--- src/rtl/reg_file_operand_rd_if.sv ---
// Write-back and operand-read bundle between the write-back/ALU side and the
// operand register bank.
interface reg_file_operand_rd_if #(
    parameter  int bits  = 8,
    parameter  int NREGS = 8,
    localparam int AW    = (NREGS > 1) ? $clog2(NREGS) : 1
);
    logic            wr_en;
    logic [AW-1:0]   wr_addr;
    logic [bits-1:0] wr_data;
    logic            rd_req;
    logic [AW-1:0]   rd_addr_a;
    logic [AW-1:0]   rd_addr_b;
    logic            rd_gnt;
    logic            op_ready;
    logic            op_valid;
    logic [bits-1:0] op_a;
    logic [bits-1:0] op_b;

    modport master (
        output wr_en, wr_addr, wr_data, rd_req, rd_addr_a, rd_addr_b, op_ready,
        input  rd_gnt, op_valid, op_a, op_b
    );

    modport slave (
        input  wr_en, wr_addr, wr_data, rd_req, rd_addr_a, rd_addr_b, op_ready,
        output rd_gnt, op_valid, op_a, op_b
    );
endinterface

--- src/rtl/reg_file_operand_rd.sv ---
// Operand register bank: stores write-back data and presents operand pairs
// through a registered valid/ready port with write-to-read forwarding.
module reg_file_operand_rd #(
    parameter  int bits  = 8,
    parameter  int NREGS = 8,
    localparam int AW    = (NREGS > 1) ? $clog2(NREGS) : 1
) (
    input  logic                  clk,
    input  logic                  rst_n,
    reg_file_operand_rd_if.slave  bus
);

    typedef enum logic [0:0] {
        ST_EMPTY  = 1'b0,
        ST_LOADED = 1'b1
    } state_e;

    state_e          state_q, state_d;
    logic [bits-1:0] bank_q [NREGS];
    logic [bits-1:0] bank_d [NREGS];
    logic [bits-1:0] op_a_q, op_a_d;
    logic [bits-1:0] op_b_q, op_b_d;
    logic [bits-1:0] cap_a_s, cap_b_s;
    logic            gnt_s;

    // A same-cycle write to the source register wins over the stale bank value.
    function automatic logic [bits-1:0] fwd_sel(
        input logic [AW-1:0]   src,
        input logic            we,
        input logic [AW-1:0]   wa,
        input logic [bits-1:0] wd,
        input logic [bits-1:0] stored
    );
        if (we && (src == wa)) begin
            return wd;
        end else begin
            return stored;
        end
    endfunction

    // Next bank contents: writes are never blocked by the output stall.
    always_comb begin
        for (int i = 0; i < NREGS; i++) begin
            bank_d[i] = (bus.wr_en && (bus.wr_addr == AW'(i))) ? bus.wr_data : bank_q[i];
        end
    end

    // Candidate operand values for a pair accepted this cycle.
    always_comb begin
        cap_a_s = fwd_sel(bus.rd_addr_a, bus.wr_en, bus.wr_addr, bus.wr_data, bank_q[bus.rd_addr_a]);
        cap_b_s = fwd_sel(bus.rd_addr_b, bus.wr_en, bus.wr_addr, bus.wr_data, bank_q[bus.rd_addr_b]);
    end

    // Output handshake: acceptance, next state and operand capture.
    always_comb begin
        state_d = state_q;
        op_a_d  = op_a_q;
        op_b_d  = op_b_q;
        gnt_s   = 1'b0;
        case (state_q)
            ST_EMPTY: begin
                if (bus.rd_req) begin
                    gnt_s   = 1'b1;
                    state_d = ST_LOADED;
                    op_a_d  = cap_a_s;
                    op_b_d  = cap_b_s;
                end else begin
                    state_d = ST_EMPTY;
                end
            end
            ST_LOADED: begin
                if (bus.op_ready && bus.rd_req) begin
                    gnt_s   = 1'b1;
                    state_d = ST_LOADED;
                    op_a_d  = cap_a_s;
                    op_b_d  = cap_b_s;
                end else if (bus.op_ready) begin
                    state_d = ST_EMPTY;
                end else begin
                    // Stalled: the snapshot stays put even if its source is rewritten.
                    state_d = ST_LOADED;
                end
            end
            default: begin
                state_d = ST_EMPTY;
            end
        endcase
    end

    // Register bank storage.
    always_ff @(posedge clk or negedge rst_n) begin
        if (!rst_n) begin
            for (int i = 0; i < NREGS; i++) begin
                bank_q[i] <= {bits{1'b0}};
            end
        end else begin
            bank_q <= bank_d;
        end
    end

    // Output state and operand snapshot registers.
    always_ff @(posedge clk or negedge rst_n) begin
        if (!rst_n) begin
            state_q <= ST_EMPTY;
            op_a_q  <= {bits{1'b0}};
            op_b_q  <= {bits{1'b0}};
        end else begin
            state_q <= state_d;
            op_a_q  <= op_a_d;
            op_b_q  <= op_b_d;
        end
    end

    assign bus.rd_gnt   = gnt_s;
    assign bus.op_valid = (state_q == ST_LOADED);
    assign bus.op_a     = op_a_q;
    assign bus.op_b     = op_b_q;

endmodule

--- src/flat_wrapper.sv ---
// flat-port wrapper written by rule: the top's interface ports become plain ports
module reg_file_operand_rd_flat 
#(
    parameter  int bits  = 8,
    parameter  int NREGS = 8,
    localparam int AW    = (NREGS > 1) ? $clog2(NREGS) : 1
)
  (clk, rst_n, bus_wr_en, bus_wr_addr, bus_wr_data, bus_rd_req, bus_rd_addr_a, bus_rd_addr_b, bus_op_ready, bus_rd_gnt, bus_op_valid, bus_op_a, bus_op_b);
  reg_file_operand_rd_if #(.bits(bits), .NREGS(NREGS)) bus_i ();
  input  logic clk;
  input  logic rst_n;
  input wire logic [$bits(bus_i.wr_en)-1:0] bus_wr_en;
  input wire logic [$bits(bus_i.wr_addr)-1:0] bus_wr_addr;
  input wire logic [$bits(bus_i.wr_data)-1:0] bus_wr_data;
  input wire logic [$bits(bus_i.rd_req)-1:0] bus_rd_req;
  input wire logic [$bits(bus_i.rd_addr_a)-1:0] bus_rd_addr_a;
  input wire logic [$bits(bus_i.rd_addr_b)-1:0] bus_rd_addr_b;
  input wire logic [$bits(bus_i.op_ready)-1:0] bus_op_ready;
  output wire logic [$bits(bus_i.rd_gnt)-1:0] bus_rd_gnt;
  output wire logic [$bits(bus_i.op_valid)-1:0] bus_op_valid;
  output wire logic [$bits(bus_i.op_a)-1:0] bus_op_a;
  output wire logic [$bits(bus_i.op_b)-1:0] bus_op_b;
  assign bus_i.wr_en = bus_wr_en;
  assign bus_i.wr_addr = bus_wr_addr;
  assign bus_i.wr_data = bus_wr_data;
  assign bus_i.rd_req = bus_rd_req;
  assign bus_i.rd_addr_a = bus_rd_addr_a;
  assign bus_i.rd_addr_b = bus_rd_addr_b;
  assign bus_i.op_ready = bus_op_ready;
  assign bus_rd_gnt = bus_i.rd_gnt;
  assign bus_op_valid = bus_i.op_valid;
  assign bus_op_a = bus_i.op_a;
  assign bus_op_b = bus_i.op_b;
  reg_file_operand_rd #(.bits(bits), .NREGS(NREGS)) u_core (.clk(clk), .rst_n(rst_n), .bus(bus_i));
endmodule
--- config.mk ---
export PLATFORM = sky130hd
export DESIGN_NAME = reg_file_operand_rd_flat
export DESIGN_NICKNAME = d
export VERILOG_FILES = /design/src/rtl/reg_file_operand_rd_if.sv /design/src/rtl/reg_file_operand_rd.sv /design/src/flat_wrapper.sv
export SDC_FILE = /design/constraint.sdc
export NUM_CORES = 1
export LEC_CHECK = 0
export ABC_AREA = 1
export CAP_MARGIN = 0
export CORE_MARGIN = 2
export CORE_UTILIZATION = 53
export CTS_CLUSTER_SIZE = 8
export DETAILED_ROUTE_END_ITERATION = 10
export PLACE_DENSITY = 0.87
export SLEW_MARGIN = 5
export SYNTH_ARGS = -nofsm -noshare
export SYNTH_HDL_FRONTEND = slang
export SYNTH_SLANG_ARGS = --single-unit
--- constraint.sdc ---
create_clock -name clk -period 1.1 [get_ports clk]
set_input_delay 0.11 -clock clk [delete_from_list [all_inputs] [get_ports clk]]
set_output_delay 0.11 -clock clk [all_outputs]
set_load 0.01 [all_outputs]
==> impl_metrics.csv <==
group,metric,value,unit
status,status,"finished with violations",
status,violations,"setup timing",
finish,drive_above_1_share,20.6,%
placed_design,dp_hpwl,11100,um
floorplanning,start_util,53.9,%
finish,nNetsFinal,785,
synthesis,netlist_top_cells_area,"dfrtp_1 44%, nand2_1 20%, nand3_1 13%",
sta,fin_skew,0.00731,ns
synthesis,syn_area,4660,um2
pwr,powerDensity,1460,nW/um2
synthesis,synth-main-ff-cell,"dfrtp_1",
synthesis,async_flop_share,100,%
placed_design,dpl_worst_slack,-0.604,ns
cts,cts.path.max_buffers,2,
critical_path,critPathMaxStageDelay,0.40,ns
sta,slew_viol_final,0,
finish,fin_util,68.4,%
synthesis,yosysMostFrequentCell,"nand2_1",
critical_path,cp_num_buf_inv,2,
placed_design,place_area,5630,um2
routing,first_iter_violations,525,
synthesis,synth-edff-count,0,
cts,cts.clk_slew.worst_paths,0.09,ns
routing,post_drt_via_cell_ratio,5.75,
sta,setup_ws,-0.0652,ns
pwr,p_leak,3.07,nW
synthesis,yosysSeqAreaShare,43.5,%
global_routing,antenna_found_initial,0,
global_routing,grt.overflow.total,0,
synthesis,yosysTopAreaCell,"dfrtp_1",
synthesis,synth_seq_cells,81,
routing,routed_wl,15500,um
synthesis,ys_top_cells_by_count,"248 x nand2_1, 119 x nand3_1, 81 x dfrtp_1",
routing,drcViolationCount,0,
global_routing,grt_use_total,33.7,%
global_routing,grt_pass1_wl,25300,um
critical_path,crit_type,"reg2out",
critical_path,crit_path_cell_trace,"nand2_2 > nand2_4 > clkinv_4 > buf_6",
sta,final_hold_viol_count,0,
sta,fin_crit,1.17,ns
sta,hold_ws,0.321,ns
critical_path,crit_path_max_fanout,2,
worst_hold_path,hp-class,"in2async",
global_routing,grt_max_degree,82,
critical_path,r2r_cells,6,
routing,vias,5041,
critical_path,start_kind,"register",
pwr,ir_drop,0.000943,V
placed_design,port_buffers,39,
floorplanning,dieArea,9560,um2
floorplanning,std_cell_rows,34,
global_routing,first_global_vias,4863,
routing,firstDrtPassIters,6,
critical_path,cp.required,0.99,ns
sta,final-setup-viol-count,8,
routing,routedWlPerCell,17.7,um
critical_path,worstPathArrival,1.06,ns
routing,ant_nets,0,
finish,fin_area,5910,um2
synthesis,synth_top_area_share,43.5,%
synthesis,syn_nets,691,
critical_path,crit_slowest_cell,"dfrtp_1",
synthesis,ys_warn_count,0,
sta,tightest_slew,0.438,ns
floorplanning,dieHeight,97.8,um
run,cap_viol_max_count,0,
cts,root_buffer,"clkbuf_8",
floorplanning,die_width,97.8,um
sta,max_freq,858,MHz
finish,syn_to_final_growth,26.8,%
sta,rsz0062_at_grt,"yes",
cts,clock_latency,0.36,ns
critical_path,path_depth,4,
synthesis,synth.avg_cell_area,6.96,um2
sta,slew_headroom,70.8,%
critical_path,endpoint_kind,"output port",
synthesis,synth_cells,669,
floorplanning,core_area,8640,um2
sta,fin_crit_sh,106,%
floorplanning,ios,40,
cts,htreeDepth,3,
critical_path,cp_top_family,"flip-flops",
finish,insertedDiodeCount,0,
placed_design,gp_congestion,1.02,
sta,tns,-0.221,ns
synthesis,synth.distinct_cells,19,
cts,cts_buffers,9,
cts,clkSinkCount,81,
cts,cts_tree,"done",
-- area by class of cell --
| class | instances | area, um2 |
|---|---|---|
| Fill cell | 705 | 2730 |
| Multi-Input combinational cell | 484 | 2250 |
| Sequential cell | 81 | 2030 |
| Timing Repair Buffer | 112 | 1010 |
| Inverter | 75 | 290 |
| Clock buffer | 10 | 138 |
| Tap cell | 108 | 135 |
| Clock inverter | 6 | 56.3 |
-- placed cells by master, fill, tap and decap left out, types with 10 or more instances in the layout --
master,n
clkdlybuf4s50_1,10
nand2_1,246
clkbuf_8,10
nor2_1,16
o21ai_0,62
dlygate4sd2_1,11
buf_4,59
buf_12,12
buf_2,11
nand3_1,116
inv_1,63
dfrtp_1,81
-- sequential cells by signal, summed over array words and instances, names as in the netlist --
register and flops:
u_core.bank_q 64, u_core.bus.op_valid 1, u_core.bus.op_b 8, u_core.bus.op_a 8
-- metrics by stage --
step,instances,total power [mW]
5_1_grt,876,9.12
4_1_cts,873,8.58
3_3_place_gp,844,6.32
6_report,876,8.63
3_5_place_dp,844,6.42
2_1_floorplan,669,5.32
-- cells by family after synthesis --
family	share of synthesized area, %
AND/OR/NAND/NOR	37.0
AO/OA/AOI/OAI	9.88
buffers and inverters	9.59
flip-flops	43.5
-- worst reg2reg max path, stage by stage, from the launching register on --
cell and delay [ns]:
dfrtp_1 0.40, nand2_2 0.10, nand2_4 0.06, clkinv_4 0.05, buf_8 0.18, nand2_1 0.13
o21ai_2 0.16
-- timing repair --
action | 4_1_cts | 5_1_grt
endpoints found under the hold margin | 81 | 0
resized for setup | 79 | 11
hold buffers | 1 | 0
buffers inserted | 9 | 3
pin swaps | 5 | 0
cloned | 3 | 0
endpoints found under the setup margin | 69 | 24
-- report_power, final --
group	internal, mW	switching, mW	total [mW]
clock	0.933	1.23	2.16
sequential	3.53	0.423	3.96
combinational	1.02	1.49	2.51
total	5.49	3.14	8.63
-- routing by layer --
metal	track usage, %	share of wire, %
met3	7.87	9.4
met2	53.0	45
met5	0	0
met1	45.2	41
met4	14.5	4.5
-- path summary, 6_finish.rpt --
kind                                                    start                        endpoint  slack, ns
worst min register to register  u_core.bank_q[20]$_DFFE_PN0P_   u_core.bank_q[20]$_DFFE_PN0P_       0.50
min in group clk                                 bus_op_ready   u_core.bus.op_valid$_DFF_PN0_       0.39
max in group asynchronous                               rst_n   u_core.bank_q[18]$_DFFE_PN0P_       0.44
worst max register to register  u_core.bus.op_valid$_DFF_PN0_  u_core.bus.op_b[0]$_DFFE_PN0P_      -0.04
worst max-delay path            u_core.bus.op_valid$_DFF_PN0_                      bus_rd_gnt      -0.07
worst min-delay path                                    rst_n   u_core.bank_q[13]$_DFFE_PN0P_       0.32
(Power assumes the default switching activity.)
==> edit 1 (same settings) <==
`NREGS` is set to 8 in 3 places; all go to 16.
--- a/src/rtl/reg_file_operand_rd_if.sv
+++ b/src/rtl/reg_file_operand_rd_if.sv
@@ -4,3 +4,3 @@
     parameter  int bits  = 8,
-    parameter  int NREGS = 8,
+    parameter  int NREGS = 16,
     localparam int AW    = (NREGS > 1) ? $clog2(NREGS) : 1
--- a/src/rtl/reg_file_operand_rd.sv
+++ b/src/rtl/reg_file_operand_rd.sv
@@ -4,3 +4,3 @@
     parameter  int bits  = 8,
-    parameter  int NREGS = 8,
+    parameter  int NREGS = 16,
     localparam int AW    = (NREGS > 1) ? $clog2(NREGS) : 1
--- a/src/flat_wrapper.sv
+++ b/src/flat_wrapper.sv
@@ -4,3 +4,3 @@
     parameter  int bits  = 8,
-    parameter  int NREGS = 8,
+    parameter  int NREGS = 16,
     localparam int AW    = (NREGS > 1) ? $clog2(NREGS) : 1
Interface: changed (resized bus_rd_addr_a, bus_rd_addr_b and bus_wr_addr); port bits go from 40 to 43. The function was not compared with the original's and may differ.
==> edit 1 against the original RTL <==
The flow still finishes with violations (setup timing). Register-to-register slack worse by 0.12 ns. Clock power grew to 2.9 times the old value. Sequential cell count is 64 higher. Design area is 82% higher. Power is 110% higher. Non-clock buffer count is 33 higher. Critical path depth is 4 higher. Hold slack worse by 0.11 ns. Synthesized area is 83% higher. Routed wire length is 85% higher. Setup slack worse by 0.091 ns. Global-route usage is 1.3 points higher. Largest power group unchanged.
==> edit 1: results (changes against the original RTL) <==
Share of layout cells above drive strength 1 -> 16.0% (was 20.6%)
Placer Congestion -> 1.00 (was 1.02)
Worst-skew pair later-pin latency -> 0.44 ns (was 0.36 ns)
Worst Path Arrival -> 1.58 ns (was 1.06 ns)
Setup TNS -> -1.83 ns (was -0.221 ns)
VDD IR max -> 0.00142 V (was 0.000943 V)
R2R depth -> 8 (was 6)
First-pass GRT wire length -> 45.1 mm (was 25.3 mm)
TritonCTS buffer count -> 17 (was 9)
Final setup fails -> 20 (was 8)
Clk root buf -> clkbuf_16 (was clkbuf_8)
Inserted Diodes -> 0 (unchanged)
Outcome -> finished, violations left (unchanged)
Net Count, Synth -> 1,283 (was 691)
Failing checks -> setup timing (unchanged)
Drt pass-1 iters -> 6 (unchanged)
Max reg flops -> 128 (was 64)
Ranking of synthesized cells by area -> dfrtp_1, nand2_1, nand3_1 (unchanged)
Clock Tree Buf Depth -> 2 (unchanged)
Number of global-route vias before repair -> 9,014 (was 4,863)
Post-synth top cells -> nand2_1, nand3_1, inv_1, dfrtp_1, o21ai_0 (was nand2_1, nand3_1, dfrtp_1, inv_1, o21ai_0)
Ys Warns -> 0 (unchanged)
Detailed Place HPWL -> 18.5 mm (was 11.1 mm)
Fillers -> 1,256 (was 705)
Largest net degree at the start of global routing -> 56 (was 82)
IO Port Bufs -> 42 (was 39)
Initial DRC Count -> 1,366 (was 525)
Drt total wl -> 28.7 mm (was 15.5 mm)
Clock skew -> 0.0114 ns (was 0.00731 ns)
Dominant synthesized flop cell -> dfrtp_1 (unchanged)
Register with the most flip-flops -> u_core.bank_q (unchanged)
Count of cell types in the netlist -> 25 (was 19)
Pleak -> 5.59 nW (was 3.07 nW)
Worst hold path class -> in -> async (unchanged)
Final WS setup -> -0.156 ns (was -0.0652 ns)
Initial antenna violation count -> 0 (unchanged)
CTS H-tree lvls -> 4 (was 3)
Clock slew at reported path FFs -> 0.07 ns (was 0.09 ns)
GRT Overall Usage -> 35.1% (was 33.7%)
Fraction of registers with async set or reset after synthesis -> 100% (unchanged)
Final nets -> 1,367 (was 785)
Register area share after synthesis -> 42.6% (was 43.5%)
Worst-margin pin slew -> 0.436 ns (was 0.438 ns)
CP Max Fanout -> 2 (unchanged)
Total number of vias -> 9,251 (was 5,041)
edit 1: cell types whose count changed in the layout (fill, tap and decap cells not counted), sizes merged, moves of 3 or more:
cell / change
buf: +37
inv: +79
clkbuf: +4
nor2: +14
a21oi: -11
nand3: +128
xor2: +3
nand2: +195
o21ai: +62
bufinv: +4
dfrtp: +64
edit 1: cells by family (layout without fill, tap and decap cells):
logic type,Yosys count,after routing,synth area share [%]
xor gates and xnor gates,4,4,0.412
AOI/OAI and AO/OA,132,132,8.41
buffers and inverters,234,330,11.3
and+or+nand+nor,743,744,37.2
DFF,145,145,42.6
edit 1: metrics by stage:
step                total power, mW  instances  instance area (um^2)  setup WS (ns)
finish                         18.0       1571                 10700         -0.156
global route                   18.9       1571                 10700         -0.209
CTS                            17.8       1568                 10600         -0.162
detailed placement             11.5       1526                  9900         -0.656
global placement               11.2       1526                  9900         -0.610
floorplan                      9.75       1258                  8580        -0.0186
edit 1: final cells by class:
type / count / area (um^2) / area share, %
clock buffers: 19 / 453 / 4.22
clock inverters: 13 / 183 / 1.70
inverters: 153 / 579 / 5.40
multi-input cells: 880 / 4080 / 38.0
flip-flops and latches: 145 / 3630 / 33.8
well taps: 216 / 270 / 2.52
repair buffers: 145 / 1530 / 14.3
edit 1: worst max-delay path, stage by stage, from the launching register on:
cell	delay (ns)
dfrtp_1	0.38
inv_1	0.09
nand2_1	0.08
nand3_1	0.10
nand3_2	0.15
nand3_4	0.13
nand3_1	0.08
nand2_1	0.07
nand2_1	0.06
edit 1: timing repair:
item                                   4_1_cts  5_1_grt
cloned                                       1        0
setup buffers                                8        3
hold buffers                                 1        0
pin swaps                                    2        2
gates resized for setup                     98       20
setup endpoints to repair                  162       30
endpoints found under the hold margin      145        0
edit 1: layer usage:
layer | vias to the layer above | GRT usage, % | routed length (um)
met2 | 679 | 52.9 | 12800
met5 | - | 0 | 0
met1 | 4268 | 43.6 | 10700
met4 | 0 | 21.7 | 1680
li1 | 4131 | - | -
met3 | 173 | 11.8 | 3570
edit 1: worst paths after layout:
path                       slack, ns          startpoint             endpoint
max                            -0.16  u_core.bank_q[123]   u_core.bus.op_b[3]
min                             0.21               rst_n   u_core.bank_q[112]
max reg2reg                    -0.16  u_core.bank_q[123]   u_core.bus.op_b[3]
min reg2reg                     0.48   u_core.bank_q[97]    u_core.bank_q[97]
max in group asynchronous       0.58               rst_n    u_core.bank_q[61]
min in group clk                0.28        bus_op_ready  u_core.bus.op_valid
edit 1: report_power, final:
part	switching [mW]	internal (mW)	total, mW	leakage [nW]
sequential	0.621	6.42	7.05	1.83
clock	2.40	3.91	6.31	0.313
combinational	2.87	1.81	4.68	3.45
total	5.90	12.1	18.0	5.59
==> edit 2 (same flow settings) <==
Without the edit above. Reset style: synchronous (`rst_n`), changed in 2 clocked blocks.
--- a/src/rtl/reg_file_operand_rd.sv
+++ b/src/rtl/reg_file_operand_rd.sv
@@ -90,3 +90,3 @@
     // Register bank storage.
-    always_ff @(posedge clk or negedge rst_n) begin
+    always_ff @(posedge clk) begin
         if (!rst_n) begin
@@ -101,3 +101,3 @@
     // Output state and operand snapshot registers.
-    always_ff @(posedge clk or negedge rst_n) begin
+    always_ff @(posedge clk) begin
         if (!rst_n) begin
Behaviour: differs if rst_n is asserted again (counterexample within 4 cycles, from zero or initial values and one cycle with rst_n low); with rst_n held inactive, the same outputs for 10 cycles.
==> edit 2 against the original RTL <==
The flow still finishes with violations (setup timing). Sequential cell count stayed put. Sequential power is 20% lower. Hold slack worse by 0.087 ns. Power is 23% lower. Routed wire length is 2.0% lower. Setup slack better by 0.037 ns. Design area is 9.0% lower. Global-route usage is 0.70 points higher. Synthesized area is 11% lower. Largest cell class unchanged.
==> edit 2: results (changes against the original RTL) <==
Psw -> 1.98 mW (was 3.14 mW)
GRT Overall Usage -> 34.4% (was 33.7%)
Drt total wl -> 15.2 mm (was 15.5 mm)
Ranking of synthesized cells by area -> dfxtp_1, o21ai_0, a21oi_1 (was dfrtp_1, nand2_1, nand3_1)
Share of layout cells above drive strength 1 -> 20.1% (was 20.6%)
Register area share after synthesis -> 39.3% (was 43.5%)
Failing checks -> setup timing (unchanged)
Initial DRC Count -> 630 (was 525)
Clock Tree Buf Depth -> 2 (unchanged)
First-pass GRT wire length -> 22.6 mm (was 25.3 mm)
Clock skew -> 0.00758 ns (was 0.00731 ns)
Detailed Place HPWL -> 9.30 mm (was 11.1 mm)
Outcome -> finished, violations left (unchanged)
Largest net degree at the start of global routing -> 76 (was 82)
Via-per-instance ratio -> 6.24 (was 5.75)
Number of global-route vias before repair -> 4,521 (was 4,863)
Max-slew headroom at the worst pin -> 82.0% (was 70.8%)
Final nets -> 713 (was 785)
Final setup fails -> 1 (was 8)
Fillers -> 574 (was 705)
Final WS setup -> -0.0281 ns (was -0.0652 ns)
Pleak -> 2.29 nW (was 3.07 nW)
Count of cell types in the netlist -> 20 (was 19)
TritonCTS buffer count -> 9 (unchanged)
Setup TNS -> -0.0281 ns (was -0.221 ns)
CP Max Fanout -> 3 (was 2)
Post-synth top cells -> o21ai_0, nand2_1, a21oi_1, dfxtp_1, nand3_1 (was nand2_1, nand3_1, dfrtp_1, inv_1, o21ai_0)
Net Count, Synth -> 638 (was 691)
Fraction of registers with async set or reset after synthesis -> 0% (was 100%)
Inserted Diodes -> 0 (unchanged)
VDD IR max -> 0.000609 V (was 0.000943 V)
Placer Congestion -> 0.957 (was 1.02)
Worst Path Arrival -> 1.02 ns (was 1.06 ns)
Worst hold path class -> in -> reg (was in -> async)
[edit 2: cell types whose count changed after synthesis, sizes merged, moves of 19 or more]
cell   change
dfxtp     +81
inv       -29
nor2      +19
nand3     -45
nand2    -154
dfrtp     -81
o21ai     +43
a21oi     +82
[edit 2: per-stage QoR]
| stage | cell area (um^2) | setup slack (ns) | total power, mW | cells | utilization, % |
|---|---|---|---|---|---|
| after floorplan | 4160 | 0.00153 | 3.87 | 616 | - |
| after global placement | 4950 | -0.544 | 4.36 | 774 | 64.7 |
| after detailed placement | 4950 | -0.610 | 4.40 | 774 | 64.7 |
| after CTS | 5240 | -0.0293 | 6.56 | 793 | 68.5 |
| after global routing | 5380 | -0.0606 | 6.91 | 798 | 70.3 |
| final | 5380 | -0.0281 | 6.68 | 798 | 70.3 |
[edit 2: cell type report]
type                       count  area share [%]
clock inverter                 5            1.02
clock buffer                  11            2.63
tap                          102            2.37
inverter                      52            3.77
timing repair buffer         105            18.8
multi-input combinational    442            40.9
sequential                    81            30.5
[edit 2: worst max-delay path, stage by stage, from the launching register on]
cell and delay (ns):
dfxtp_2 0.35, nand2_4 0.06, nand2_4 0.07, clkinv_4 0.07
buf_6 0.12
[edit 2: cell families (layout without fill, tap and decap cells)]
kind of cell,after synthesis,count (layout),share of synthesized area (%)
DFF,81,81,39.3
AOI/OAI and AO/OA,221,221,27.9
buffers and inverters,94,173,10.0
and+or+nand+nor,220,221,22.7
[edit 2: worst paths after layout]
check | start | end | slack, ns | depth (start not counted)
worst max-delay path | u_core.bus.op_valid | bus_rd_gnt | -0.03 | 4
worst min-delay path | rst_n | u_core.bank_q[29] | 0.23 | 4
worst max register to register | u_core.bus.op_valid | u_core.bus.op_a[0] | 0.03 | 8
worst min register to register | u_core.bus.op_a[0] | u_core.bus.op_a[0] | 0.47 | 2
[edit 2: metal layers]
layer / track usage, % / routed length (um)
met1: 42.8 / 5460
met2: 54.6 / 6660
met3: 6.00 / 1930
met4: 23.0 / 1120
met5: 0 / 0
[edit 2: power groups by stage]
stage	sequential (mW)	combinational, mW	clock, mW
global placement	3.21	1.15	0
detailed placement	3.22	1.18	0
CTS	3.15	1.21	2.20
floorplan	3.21	0.658	0
global route	3.17	1.40	2.33
finish	3.16	1.30	2.21
[edit 2: what timing repair did]
| action | CTS | global route |
|---|---|---|
| setup buffers | 0 | 3 |
| resized for setup | 76 | 45 |
| setup endpoints to repair | 94 | 36 |
| pin swaps | 6 | 3 |
| gates cloned | 3 | 2 |
